File: config.mk
export PLATFORM = sky130hd
export DESIGN_NAME = alu_issue_decoder_flat
export DESIGN_NICKNAME = d
export VERILOG_FILES = /design/src/rtl/alu_issue_decoder_if.sv /design/src/rtl/alu_issue_decoder.sv /design/src/flat_wrapper.sv
export SDC_FILE = /design/constraint.sdc
export NUM_CORES = 1
export LEC_CHECK = 0
export ABC_AREA = 1
export CORE_MARGIN = 2
export CORE_UTILIZATION = 45
export DETAILED_ROUTE_END_ITERATION = 7
export PLACE_DENSITY = 0.72
export RECOVER_POWER = 25
export SLEW_MARGIN = 20
export SYNTH_ARGS = -nofsm -noshare
export SYNTH_HDL_FRONTEND = slang
export SYNTH_SLANG_ARGS = --single-unit
File: constraint.sdc
create_clock -name clk -period 1.8 [get_ports clk]
set_input_delay 0.54 -clock clk [delete_from_list [all_inputs] [get_ports clk]]
set_output_delay 0.54 -clock clk [all_outputs]
set_load 0.05 [all_outputs]
File: src/rtl/alu_issue_decoder_if.sv
// Handshake bundles around the ALU issue stage.
// instr_if: upstream instr/pc; issue_if: decoded ALU-side bundle.
interface instr_if;
  logic        instr_valid;
  logic        instr_ready;
  logic [31:0] instr;
  logic [31:0] pc;

  modport master (
    output instr_valid, instr, pc,
    input  instr_ready
  );
  modport slave (
    input  instr_valid, instr, pc,
    output instr_ready
  );
endinterface

interface issue_if;
  logic        issue_valid;
  logic        issue_ready;
  logic [3:0]  ALU_Control;
  logic [31:0] oprand_1;
  logic [31:0] oprand_2;
  logic [31:0] rs_data_in_1;
  logic [31:0] rs_data_in_2;
  logic [4:0]  rd_addr;
  logic        rd_we;
  logic        illegal;

  modport master (
    output issue_valid, ALU_Control, oprand_1, oprand_2,
    output rs_data_in_1, rs_data_in_2, rd_addr, rd_we, illegal,
    input  issue_ready
  );
  modport slave (
    input  issue_valid, ALU_Control, oprand_1, oprand_2,
    input  rs_data_in_1, rs_data_in_2, rd_addr, rd_we, illegal,
    output issue_ready
  );
endinterface

File: src/rtl/alu_issue_decoder.sv
// RV32I decode/issue stage: up (instr/pc in), dn (ALU bundle out),
// rs*_addr/rs*_data regfile read, flush, issue_count handshakes.
module alu_issue_decoder #(
  parameter int CNT_W = 16
) (
  input  logic             clk,
  input  logic             rst,
  instr_if.slave           up,
  issue_if.master          dn,
  output logic [4:0]       rs1_addr,
  output logic [4:0]       rs2_addr,
  input  logic [31:0]      rs1_data,
  input  logic [31:0]      rs2_data,
  input  logic             flush,
  output logic [CNT_W-1:0] issue_count
);

  typedef struct packed {
    logic [3:0]  ctrl;
    logic [31:0] op1;
    logic [31:0] op2;
    logic [31:0] rv1;
    logic [31:0] rv2;
    logic [4:0]  rd;
    logic        rd_we;
    logic        ill;
  } bndl_t;

  bndl_t            out_q, out_d;
  bndl_t            skid_q, skid_d;
  bndl_t            dec;
  logic             out_v_q, out_v_d;
  logic             skid_v_q, skid_v_d;
  logic [CNT_W-1:0] cnt_q, cnt_d;

  logic [6:0]  opc;
  logic [2:0]  f3;
  logic [6:0]  f7;
  logic [31:0] rv1, rv2;
  logic [31:0] i_imm, b_imm, u_imm, shamt;
  logic        is_op, is_opi, is_lui, is_aui, is_br;
  logic        bad;
  logic        accept, hs, out_free;

  assign rs1_addr = up.instr[19:15];
  assign rs2_addr = up.instr[24:20];
  assign rv1 = (rs1_addr == 5'd0) ? 32'd0 : rs1_data;
  assign rv2 = (rs2_addr == 5'd0) ? 32'd0 : rs2_data;

  assign opc = up.instr[6:0];
  assign f3  = up.instr[14:12];
  assign f7  = up.instr[31:25];

  assign i_imm = {{20{up.instr[31]}}, up.instr[31:20]};
  assign b_imm = {{19{up.instr[31]}}, up.instr[31], up.instr[7],
                  up.instr[30:25], up.instr[11:8], 1'b0};
  assign u_imm = {up.instr[31:12], 12'b0};
  assign shamt = {27'b0, up.instr[24:20]};

  assign is_op  = (opc == 7'b0110011);
  assign is_opi = (opc == 7'b0010011);
  assign is_lui = (opc == 7'b0110111);
  assign is_aui = (opc == 7'b0010111);
  assign is_br  = (opc == 7'b1100011);

  always_comb begin
    dec       = '0;
    dec.rv1   = rv1;
    dec.rv2   = rv2;
    dec.rd    = up.instr[11:7];
    bad       = 1'b0;
    unique case (1'b1)
      is_op: begin
        dec.op1   = rv1;
        dec.op2   = rv2;
        dec.rd_we = 1'b1;
        dec.ctrl  = {1'b0, f3};
        if (f7 == 7'b0100000 && f3 == 3'b000)
          dec.ctrl = 4'b1010;
        else if (f7 == 7'b0100000 && f3 == 3'b101)
          dec.ctrl = 4'b1011;
        else if (f7 != 7'd0)
          bad = 1'b1;
      end
      is_opi: begin
        dec.op1   = rv1;
        dec.op2   = i_imm;
        dec.rd_we = 1'b1;
        dec.ctrl  = {1'b0, f3};
        if (f3 == 3'b001) begin
          dec.op2 = shamt;
          if (f7 != 7'd0) bad = 1'b1;
        end else if (f3 == 3'b101) begin
          dec.op2 = shamt;
          if (up.instr[30])
            dec.ctrl = 4'b1011;
          else if (f7 != 7'd0)
            bad = 1'b1;
        end
      end
      is_lui: begin
        dec.op2   = u_imm;
        dec.rd_we = 1'b1;
      end
      is_aui: begin
        dec.op1   = up.pc;
        dec.op2   = u_imm;
        dec.rd_we = 1'b1;
      end
      is_br: begin
        dec.ctrl = {1'b1, f3};
        dec.op1  = up.pc;
        dec.op2  = b_imm;
        if (f3[2:1] == 2'b01) bad = 1'b1;
      end
      default: bad = 1'b1;
    endcase
    if (bad) begin
      dec.ctrl  = 4'd0;
      dec.op1   = 32'd0;
      dec.op2   = 32'd0;
      dec.rd_we = 1'b0;
      dec.ill   = 1'b1;
    end
  end

  assign up.instr_ready = ~skid_v_q;
  assign accept   = up.instr_valid & ~skid_v_q;
  assign hs       = out_v_q & dn.issue_ready;
  assign out_free = ~out_v_q | hs;

  // Skid is only ever filled while out is stalled, and accept is
  // blocked while skid holds data, so skid always drains first.
  always_comb begin
    out_d    = out_q;
    out_v_d  = out_v_q;
    skid_d   = skid_q;
    skid_v_d = skid_v_q;
    cnt_d    = cnt_q;
    if (flush) begin
      out_v_d  = 1'b0;
      skid_v_d = 1'b0;
    end else begin
      if (hs) cnt_d = cnt_q + {{(CNT_W-1){1'b0}}, 1'b1};
      if (out_free) begin
        if (skid_v_q) begin
          out_d    = skid_q;
          out_v_d  = 1'b1;
          skid_v_d = 1'b0;
        end else if (accept) begin
          out_d   = dec;
          out_v_d = 1'b1;
        end else begin
          out_v_d = 1'b0;
        end
      end else if (accept) begin
        skid_d   = dec;
        skid_v_d = 1'b1;
      end
    end
  end

  always_ff @(posedge clk or negedge rst) begin
    if (!rst) begin
      out_q    <= '0;
      out_v_q  <= 1'b0;
      skid_q   <= '0;
      skid_v_q <= 1'b0;
      cnt_q    <= '0;
    end else begin
      out_q    <= out_d;
      out_v_q  <= out_v_d;
      skid_q   <= skid_d;
      skid_v_q <= skid_v_d;
      cnt_q    <= cnt_d;
    end
  end

  assign dn.issue_valid  = out_v_q;
  assign dn.ALU_Control  = out_q.ctrl;
  assign dn.oprand_1     = out_q.op1;
  assign dn.oprand_2     = out_q.op2;
  assign dn.rs_data_in_1 = out_q.rv1;
  assign dn.rs_data_in_2 = out_q.rv2;
  assign dn.rd_addr      = out_q.rd;
  assign dn.rd_we        = out_q.rd_we;
  assign dn.illegal      = out_q.ill;
  assign issue_count     = cnt_q;

endmodule

File: src/flat_wrapper.sv
// flat-port wrapper written by rule: the top's interface ports become plain ports
module alu_issue_decoder_flat 
#(
  parameter int CNT_W = 16
)
  (clk, rst, rs1_addr, rs2_addr, rs1_data, rs2_data, flush, issue_count, up_instr_valid, up_instr, up_pc, up_instr_ready, dn_issue_valid, dn_ALU_Control, dn_oprand_1, dn_oprand_2, dn_rs_data_in_1, dn_rs_data_in_2, dn_rd_addr, dn_rd_we, dn_illegal, dn_issue_ready);
  instr_if up_i ();
  issue_if dn_i ();
  input  logic clk;
  input  logic rst;
  output logic [4:0] rs1_addr;
  output logic [4:0] rs2_addr;
  input  logic [31:0] rs1_data;
  input  logic [31:0] rs2_data;
  input  logic flush;
  output logic [CNT_W-1:0] issue_count;
  input wire logic [$bits(up_i.instr_valid)-1:0] up_instr_valid;
  input wire logic [$bits(up_i.instr)-1:0] up_instr;
  input wire logic [$bits(up_i.pc)-1:0] up_pc;
  output wire logic [$bits(up_i.instr_ready)-1:0] up_instr_ready;
  output wire logic [$bits(dn_i.issue_valid)-1:0] dn_issue_valid;
  output wire logic [$bits(dn_i.ALU_Control)-1:0] dn_ALU_Control;
  output wire logic [$bits(dn_i.oprand_1)-1:0] dn_oprand_1;
  output wire logic [$bits(dn_i.oprand_2)-1:0] dn_oprand_2;
  output wire logic [$bits(dn_i.rs_data_in_1)-1:0] dn_rs_data_in_1;
  output wire logic [$bits(dn_i.rs_data_in_2)-1:0] dn_rs_data_in_2;
  output wire logic [$bits(dn_i.rd_addr)-1:0] dn_rd_addr;
  output wire logic [$bits(dn_i.rd_we)-1:0] dn_rd_we;
  output wire logic [$bits(dn_i.illegal)-1:0] dn_illegal;
  input wire logic [$bits(dn_i.issue_ready)-1:0] dn_issue_ready;
  assign up_i.instr_valid = up_instr_valid;
  assign up_i.instr = up_instr;
  assign up_i.pc = up_pc;
  assign up_instr_ready = up_i.instr_ready;
  assign dn_issue_valid = dn_i.issue_valid;
  assign dn_ALU_Control = dn_i.ALU_Control;
  assign dn_oprand_1 = dn_i.oprand_1;
  assign dn_oprand_2 = dn_i.oprand_2;
  assign dn_rs_data_in_1 = dn_i.rs_data_in_1;
  assign dn_rs_data_in_2 = dn_i.rs_data_in_2;
  assign dn_rd_addr = dn_i.rd_addr;
  assign dn_rd_we = dn_i.rd_we;
  assign dn_illegal = dn_i.illegal;
  assign dn_i.issue_ready = dn_issue_ready;
  alu_issue_decoder #(.CNT_W(CNT_W)) u_core (.clk(clk), .rst(rst), .up(up_i), .dn(dn_i), .rs1_addr(rs1_addr), .rs2_addr(rs2_addr), .rs1_data(rs1_data), .rs2_data(rs2_data), .flush(flush), .issue_count(issue_count));
endmodule
Yosys cells after proc, flatten, opt, wreduce, memory -nomap -nowiden
Index checks and enable logic that the tools add are counted.
{"block": "word_totals", "ff_bits": 296, "input_bits": 133, "output_inout_bits": 167, "elab_cells": 84}
{"block": "classes", "addsub": 1, "n_eq_ne": 9, "muxes": 32, "bitwise": 7, "n_reduce_logical": 16}
{"op": "$mux W139", "count": 2}
{"op": "$mux W32", "count": 4}
{"op": "$pmux W32 S4", "count": 1}
{"op": "$mux W68", "count": 1}
{"op": "$pmux W32 S2", "count": 1}
{"op": "$eq A7 B6 Y1 const B", "count": 3}
{"op": "$mux W4", "count": 5}
{"op": "$add A16 B1 Y16 const B", "count": 1}
{"op": "$mux W1", "count": 15}
{"op": "$eq A7 B5 Y1 const B", "count": 2}
{"op": "$pmux W4 S3", "count": 1}
{"op": "$logic_not A5 Y1", "count": 2}
{"op": "$eq A7 B7 Y1 const B", "count": 1}
{"op": "$reduce_bool A7 Y1", "count": 1}
{"op": "$reduce_and A3 Y1", "count": 2}
{"op": "$reduce_or A2 Y1", "count": 3}
{"op": "$not A1 Y1", "count": 4}
{"op": "$pmux W1 S4", "count": 1}
{"op": "$reduce_bool A2 Y1", "count": 2}
{"op": "$reduce_or A4 Y1", "count": 1}
{"op": "$eq A3 B1 Y1 const B", "count": 1}
{"op": "$eq A3 B3 Y1 const B", "count": 1}
{"op": "$logic_not A3 Y1", "count": 1}
{"op": "$reduce_bool A3 Y1", "count": 1}
{"op": "6 further kinds", "count": 8}

Longest topological paths before layout
Gate-level depths: netlist of the first run.
{"block": "depth", "depth_word": 9, "depth_mapped": 13, "mapped_depth_nobuf": 12}

Worst setup path after synthesis of the first run
Ideal clock, no wire load.
{"block": "synth_timing", "path_type": "flip-flop to output port", "from": "register u_core.skid_v_q", "to": "output port up_instr_ready", "arrival_ps": 1473, "t_required_ps": 1260, "slack_ps": -213, "path_stages_with_launch": 5, "n_path_buf": 3, "path_cell_list": "dfrtp_1 -> buf_2 -> inv_2 -> clkbuf_1 -> clkbuf_1"}
{"block": "synth_between", "elab_chain_cells": 1}
{"item": "from (decl)", "line": "alu_issue_decoder.sv:33", "rtl": "logic skid_v_q, skid_v_d;"}
{"item": "from (signal assigned)", "line": "alu_issue_decoder.sv:174", "rtl": "skid_v_q <= skid_v_d;"}
{"item": "$not A1 Y1", "line": "alu_issue_decoder.sv:127", "rtl": "assign up.instr_ready = ~skid_v_q;"}
{"item": "to (decl)", "line": "flat_wrapper.sv:20", "rtl": "output wire logic [$bits(up_i.instr_ready)-1:0] up_instr_ready;"}
Every way passes these cells.

Final worst setup path of the first run
{"block": "layout_timing", "from": "input port up_instr[25]", "to": "register u_core.out_q, in the netlist u_core.dn.illegal"}
{"block": "layout_between", "elab_chain_cells": 9, "elab_cells_between_ends": 14, "cone_classes": "eq/ne: 1; mux: 10; reduce/logical: 3"}
{"item": "from (decl)", "line": "flat_wrapper.sv:18", "rtl": "input wire logic [$bits(up_i.instr)-1:0] up_instr;"}
{"item": "$reduce_bool A7 Y1", "line": "alu_issue_decoder.sv:82, alu_issue_decoder.sv:92, alu_issue_decoder.sv:97"}
{"item": "$mux W1", "line": "alu_issue_decoder.sv:82, alu_issue_decoder.sv:92, alu_issue_decoder.sv:97"}
{"item": "$mux W1", "line": "alu_issue_decoder.sv:95", "rtl": "if (up.instr[30])"}
{"item": "$mux W1", "line": "alu_issue_decoder.sv:93", "rtl": "end else if (f3 == 3'b101) begin"}
{"item": "$mux W1", "line": "alu_issue_decoder.sv:90", "rtl": "if (f3 == 3'b001) begin"}
{"item": "$pmux W1 S4 *", "line": "alu_issue_decoder.sv:72", "rtl": "unique case (1'b1)"}
{"item": "$mux W2 *", "line": "alu_issue_decoder.sv:118", "rtl": "if (bad) begin"}
{"item": "$mux W139 *", "line": "alu_issue_decoder.sv:150", "rtl": "end else if (accept) begin"}
{"item": "$mux W139 *", "line": "alu_issue_decoder.sv:146", "rtl": "if (skid_v_q) begin"}
{"item": "to (signal assigned)", "line": "alu_issue_decoder.sv:171", "rtl": "out_q <= out_d;"}
{"item": "to (decl)", "line": "alu_issue_decoder.sv:29", "rtl": "bndl_t out_q, out_d;"}
Every way passes the cells marked *; elsewhere a longest branch is shown, timed or not. The select of a mux whose other input is x is not followed.
A chain may end at the register's enable or synchronous reset.

==> results of run 1 <==
==> worst reg2reg max path: stages, from the launching register on <==
cell	delay [ns]
dfrtp_2	0.41
nand2_1	0.06
nor2_1	0.11
inv_2	0.09
nand2_4	0.17
inv_2	0.13
buf_12	0.17
buf_4	0.17
o21a_1	0.17
==> per-layer routing <==
layer  GRT usage (%)  up-vias  share of wire [%]
met2            50.0      843                 48
li1                -     6908                  -
met5               0        -              0.020
met3            5.35      161                9.2
met1            38.8     7142                 38
met4            13.0        2                4.8
==> state kept, by name (all words and copies together) (netlist names) <==
register	cells
u_core.dn.rs_data_in_1	32
u_core.issue_count	16
u_core.dn.oprand_2	32
u_core.skid_q	139
u_core.dn.issue_valid	1
u_core.dn.oprand_1	32
u_core.skid_v_q	1
u_core.dn.ALU_Control	4
u_core.dn.rd_addr	5
u_core.dn.rd_we	1
u_core.dn.rs_data_in_2	32
u_core.dn.illegal	1
==> cell usage after synthesis <==
master,n
a21oi_1,40
buf_1,9
buf_2,32
buf_4,10
buf_6,12
clkbuf_1,74
clkbuf_2,1
dfrtp_1,296
ha_1,1
inv_1,72
inv_2,6
mux2_2,1
nand2_1,712
nand2_2,1
nand3_1,131
nand3_2,1
nand3b_1,6
nand4_1,3
nor2_1,251
nor2_2,2
nor3_1,2
nor3_4,1
o21a_1,21
o21ai_0,131
o21ai_1,109
o21ai_2,4
o22ai_1,1
xnor2_1,8
xor2_1,7
==> worst max-delay path by stage <==
stage | depth (start not counted) | slack, ns | from | end
2_1_floorplan | 11 | 0.01 | flush | u_core.skid_q[106]
3_3_place_gp | 12 | -0.63 | up_instr[16] | u_core.dn.oprand_1[24]
3_5_place_dp | 12 | -0.65 | up_instr[16] | u_core.dn.oprand_1[24]
4_1_cts | 13 | -0.04 | up_instr[28] | u_core.dn.oprand_2[20]
5_1_grt | 13 | -0.07 | up_instr[25] | u_core.dn.oprand_2[6]
6_report | 12 | -0.03 | up_instr[25] | u_core.dn.illegal
==> what timing repair did <==
action                                 4_1_cts  5_1_grt
pin swaps                                    1       17
setup endpoints to repair                  133      165
resized for setup                           35      105
gates cloned                                 3       19
hold buffers                                 1        0
buffers inserted                             6        5
endpoints found under the hold margin       23        0
==> power breakdown <==
group	internal [mW]	switching, mW	total, mW
Combinational	2.31	2.78	5.09
Clock	4.20	2.83	7.02
Sequential	7.42	0.672	8.09
Total	13.9	6.28	20.2
==> cells by family after synthesis <==
logic type      count (synthesis)  synth area share, %
compound gates                306                 11.0
xor+xnor                       15                0.904
fa+ha+maj                       1               0.0861
buf+inv                       216                 6.74
flops                         296                 51.0
mux                             1               0.0775
simple gates                 1110                 30.2
==> final cells by class <==
| cell class | count | area (um^2) |
|---|---|---|
| fillers | 2382 | 9300 |
| flip-flops and latches | 296 | 7410 |
| repair buffers | 468 | 6560 |
| multi-input cells | 1435 | 6500 |
| clock buffers | 50 | 1010 |
| well taps | 402 | 503 |
| inverters | 78 | 315 |
| clock inverters | 9 | 115 |
| diodes | 1 | 2.50 |
==> through the flow <==
step | area (um^2) | setup slack, ns
after floorplan | 14500 | 0.00951
after global placement | 20300 | -0.632
after CTS | 21700 | -0.0388
final | 22400 | -0.0323
after global routing | 22400 | -0.0690
after detailed placement | 20300 | -0.650
==> results by group, run 1 <==
STA
  – Slew Limit Fails: 0
  – Period minus WS final: 1.83 ns
  – Fmax: 546 MHz
  – Total negative slack: -0.128 ns
  – Tightest Pin Transition: 0.744 ns
  – # setup viols final: 13
  – Final setup margin: -0.0323 ns
  – Final hold violations: 0
  – Setup skew after layout: 0.0233 ns
  – Slew HR: 50.4%
  – Hold slack: 0.470 ns
  – Tcrit/Tclk final: 102%

Finish
  – Non-Filler Instances: 2,739
  – Share of layout cells above drive strength 1: 20.3%
  – Most frequent cells in the layout: nand2_1 (698), dfrtp_1 (292), nor2_1 (236), buf_12 (181), o21ai_0 (129)
  – Core Util, Final: 70.7%
  – Most common cell after layout, fill and taps aside: nand2_1
  – Layout area overhead: 54.3%
  – Post-layout nets: 2,447

Critical path
  – Worst Path Buf+Inv: 2
  – Slowest stage delay, CP: 0.45 ns
  – Critical path's top delay family: simple AND/OR/NAND/NOR gates
  – Startpoint Class: input port
  – RR Startpoint: u_core.dn.issue_valid
  – Critical Path, Cell by Cell: clkdlybuf4s50_1, nor2_2, nand2_2, nor2_4, nand2_2, nand2_4, nand2_8, nand2_8, buf_12, nand2_1, o21ai_1, nand2_1
  – Setup crit end kind: register
  – Worst setup path category: in -> reg
  – Slowest library cell on the worst path: clkdlybuf4s50_1
  – RR Endpoint: u_core.dn.rs_data_in_2[23]
  – CP Data Required Time: 2.17 ns
  – Arrival @ worst endpoint: 2.21 ns
  – Worst Reg-to-Reg Cells: 8
  – R2R setup slack: 0.22 ns
  – Crit path max fanout: 5

Yosys
  – Synth area leader: dfrtp_1
  – Ys Warns: 0
  – Synth top area cells: dfrtp_1 (51%), nand2_1 (18%), nor2_1 (6.5%), nand3_1 (4.5%), o21ai_0 (4.5%)
  – Unique masters post-synth: 29
  – Synthesized area: 14,500 um^2
  – #FFs+latches synth: 296
  – Synthesized area per cell: 7.47 um^2
  – Top cell type's share of synthesized area: 51.0%
  – Mapped Cells: 1,945
  – Synthesized Nets: 2,079
  – Register area share after synthesis: 51.0%

GRT
  – First-pass GRT wire length: 79.1 mm
  – All-Layer GR Usage: 30.1%
  – Antenna violations before repair: 3
  – Maximum number of pins on one net before global-route repair: 88
  – Vias in the first global route: 14.3k
  – Global route overflow: 0

Routing
  – Detail-routed via count per cell: 5.50
  – Pre-Repair DR Iteration Count: 7
  – Routed WL: 54.0 mm
  – Wire per inst: 19.7 um
  – Starting DRT DRC Count: 1,495
  – Total vias in the final route: 15.1k
  – DRC: 0
  – Detail Route Antenna Nets: 0

CTS
  – H-tree levels: 2
  – Clk buf depth: 3
  – Clock transition at the registers of the reported paths: 0.05 ns
  – CTS tree: done
  – CTS Sinks: 296
  – CTS Buf Count: 34
  – CTS root buffer: clkbuf_16
  – Clock Latency Late Sink: 0.52 ns

Hold path
  – Hold Startpoint: u_core.skid_q[48]
  – Hold EP: u_core.skid_q[48]
  – Hold depth: 2
  – Hold crit path type: reg -> reg

Floorplanning
  – Initial core utilization: 45.8%
  – Area of the die: 33,700 um^2
  – Ports: 300
  – Die Y: 184 um
  – Core Rows: 65
  – Die X: 184 um
  – Core ar.: 31,700 um^2

Pwr
  – Worst VDD drop: 650 uV
  – LEAKAGE: 11.7 nW
  – Total power: 20.2 mW
  – PD cells: 901 nW/um^2

Placed design
  – Placed Cells: 2,646
  – Post-DP HPWL: 35.3 mm
  – Buffers on Ports: 299
  – Final RePlAce weighted congestion: 0.924

Job
  – # Max-Cap Violations: 0

Outcome
  – Status: complete, but fails checks
  – Violations in the final reports: setup timing
(Power assumes the default switching activity.)
==> run 2, diff against run 1 <==
--- a/config.mk
+++ b/config.mk
@@ -10,2 +10,3 @@
 export CORE_UTILIZATION = 45
+export CTS_CLUSTER_SIZE = 8
 export DETAILED_ROUTE_END_ITERATION = 7
--- a/constraint.sdc
+++ b/constraint.sdc
@@ -3,2 +3,2 @@
 set_output_delay 0.54 -clock clk [all_outputs]
-set_load 0.05 [all_outputs]
+set_load 0.01 [all_outputs]
==> run 2 against run 1 <==
  * The flow now finishes without violations
  * Clock power increased by 2%
  * Setup slack improved by 0.038 ns
  * First-iteration DRC count decreased by 5.0%
  * Sequential share of layout area increased by 2.6 points
  * Non-clock buffer count increased by 13
  * Total power decreased by 11%
  * Final cell count increased by 0.29%
  * Combinational power decreased by 42%
  * Critical path depth decreased by 1
  * Wire length decreased by 4.0%
  * Largest cell class unchanged
==> results by group, run 2 (same netlist as run 1, synthesis figures left out) <==
Routing
  – Starting DRT DRC Count: 1,420 (-5.0%)
  – Routed WL: 51.9 mm (-4.0%)
  – Detail Route Antenna Nets: 0 (unchanged)
  – Wire per inst: 18.9 um (-4.3%)
  – Detail-routed via count per cell: 5.41 (-1.6%)
  – Pre-Repair DR Iteration Count: 6 (-1)
  – Total vias in the final route: 14.9k (-1.3%)
  – DRC: 0 (unchanged)

Critical path
  – Arrival @ worst endpoint: 2.21 ns (about the same)
  – CP Data Required Time: 2.22 ns (+0.05 ns)
  – Slowest stage delay, CP: 0.53 ns (+0.08 ns)
  – Slowest library cell on the worst path: clkdlybuf4s50_1
  – Worst setup path category: in -> reg
  – Critical Path, Cell by Cell: clkdlybuf4s50_1, buf_4, inv_1, nand4_1, buf_4, nand2_8, buf_16, nand3_1, nand2_1, nand2_1, nand2_1
  – Startpoint Class: input port
  – Setup crit end kind: register
  – Most frequent CP cell: nand2_1
  – Crit path max fanout: 18 (+13)

STA
  – Final setup margin: 0.00576 ns (+0.0381 ns)
  – # setup viols final: 0 (-13)
  – Final hold violations: 0 (unchanged)
  – Fmax: 557 MHz (+2.1%)
  – Setup skew after layout: 0.0206 ns (-0.00263 ns)
  – Tightest Pin Transition: 0.826 ns (+0.0815 ns)
  – Slew Limit Fails: 0 (unchanged)
  – Tcrit/Tclk final: 99.7% (-2.1 points)
  – Slew HR: 44.9% (-5.4 points)
  – RSZ-0062 raised after global routing: yes
  – Period minus WS final: 1.79 ns (-0.0381 ns)

Finish
  – Most frequent cells in the layout: nand2_1 (681), dfrtp_1 (295), nor2_1 (229), dlygate4sd2_1 (150), o21ai_0 (131)
  – Share of layout cells above drive strength 1: 14.7% (-5.6 points)
  – Final instance area: 20,700 um^2 (-7.5%)
  – Largest reg by FF count: u_core.skid_q
  – Most common cell after layout, fill and taps aside: nand2_1
  – Core Util, Final: 65.4% (-5.3 points)
  – Layout area overhead: 42.8%
  – Max FFs per register: 139 (unchanged)
  – Post-layout nets: 2,468 (+0.86%)

Outcome
  – Status: completed

Floorplanning
  – Ports: 300 (unchanged)
  – Core Rows: 65 (unchanged)
  – Area of the die: 33,700 um^2 (unchanged)
  – Core ar.: 31,700 um^2 (unchanged)
  – Initial core utilization: 45.8% (unchanged)
  – Die Y: 184 um (unchanged)
  – Die X: 184 um (unchanged)

CTS
  – CTS root buffer: clkbuf_16
  – Clock Latency Late Sink: 0.53 ns (about the same)
  – Clk buf depth: 3 (unchanged)
  – CTS Buf Count: 43 (+26%)
  – H-tree levels: 2 (unchanged)
  – Clock transition at the registers of the reported paths: 0.05 ns (about the same)
  – CTS Sinks: 296 (unchanged)
  – CTS tree: done

Pwr
  – LEAKAGE: 11.4 nW (-2.3%)
  – Worst VDD drop: 755 uV (+16%)
  – PD cells: 865 nW/um^2 (-4.0%)
  – Total power: 17.9 mW (-11%)

Placed design
  – Buffers on Ports: 299 (unchanged)
  – Final RePlAce weighted congestion: 0.975 (+5.5%)
  – Worst slack at placement: -0.689 ns (-0.0384 ns)
  – Post-DP HPWL: 33.7 mm (-4.5%)
  – Placed inst area: 18,800 um^2 (-7.5%)

GRT
  – All-Layer GR Usage: 29.4% (-0.69 points)
  – Vias in the first global route: 14.3k (-0.11%)
  – Antenna violations before repair: 4 (+1)
  – Global route overflow: 0 (unchanged)
  – Maximum number of pins on one net before global-route repair: 171 (+94%)
  – First-pass GRT wire length: 77.3 mm (-2.2%)

Hold path
  – Hold crit path type: reg -> reg

Job
  – # Max-Cap Violations: 0 (unchanged)
## run 2: cell types whose count changed in the layout (fill, tap and decap cells not counted), sizes merged
cell	delta
buf	-144
bufinv	-2
clkbuf	-5
clkdlybuf4s15	+16
clkdlybuf4s50	+4
clkinv	-3
clkinvlp	-2
diode	+5
dlygate4sd2	+140
dlymetal6s2s	-1
inv	+1
nand2	-1
## run 2: final cells by class
class	instances	area, um^2
inverter	78	310
antenna	6	15.0
clock inverter	3	33.8
fill	2690	11000
timing repair buffer	481	4850
clock buffer	47	1110
multi-input combinational	1434	6510
sequential	296	7410
tap	402	503
## run 2: worst paths after layout
kind	from	end	slack (ns)	cells after the start
setup / recovery	up_instr[30]	u_core.dn.oprand_1[12]	0.006	11
hold / removal	u_core.issue_count[15]	u_core.issue_count[15]	0.46	1
setup reg to reg	u_core.skid_v_q	u_core.dn.rs_data_in_2[2]	0.12	4
hold reg to reg	u_core.issue_count[15]	u_core.issue_count[15]	0.46	1
max in group asynchronous	rst	u_core.skid_v_q	0.22	3
min in group asynchronous	rst	u_core.dn.oprand_1[19]	0.48	2
## run 2: power by group
group / switching (mW) / leakage (nW) / internal [mW]
combinational: 1.58 / 6.94 / 1.37
sequential: 0.448 / 3.89 / 7.43
clock: 2.82 / 0.561 / 4.31
total: 4.84 / 11.4 / 13.1
## run 2: metal layers
metal,vias to the layer above,wire length [um],global-route usage (%)
li1,6946,-,-
met1,7032,20100,37.3
met2,746,24800,49.5
met3,129,4770,5.35
met4,0,2220,12.6
met5,-,0,0
## run 2: critical path: cells and delay by family
| kind | cells | cell delay, ns |
|---|---|---|
| buffers and inverters | 5 | 1.14 |
| and+or+nand+nor | 6 | 0.52 |
## run 2: repair_timing
item,4_1_cts,5_1_grt
hold endpoints to repair,28,0
resized for setup,245,105
setup endpoints to repair,253,176
pin swaps,6,29
buffers inserted,7,17
hold buffers,1,0
cloned,7,11
## run 2: stage by stage
stage	setup TNS, ns	instances	hold slack, ns
finish	0	2747	0.463
global route	-1.76	2743	0.486
CTS	-0.227	2713	0.469
floorplan	0	1945	0.244
detailed placement	-133.57	2648	0.456
global placement	-122.64	2648	0.448
==> run 3, diff against run 2 <==
- GPL_TIMING_DRIVEN: unset -> 1
==> results of run 3 <==
Final layout, timing and power as in run 2 (identical DEF).
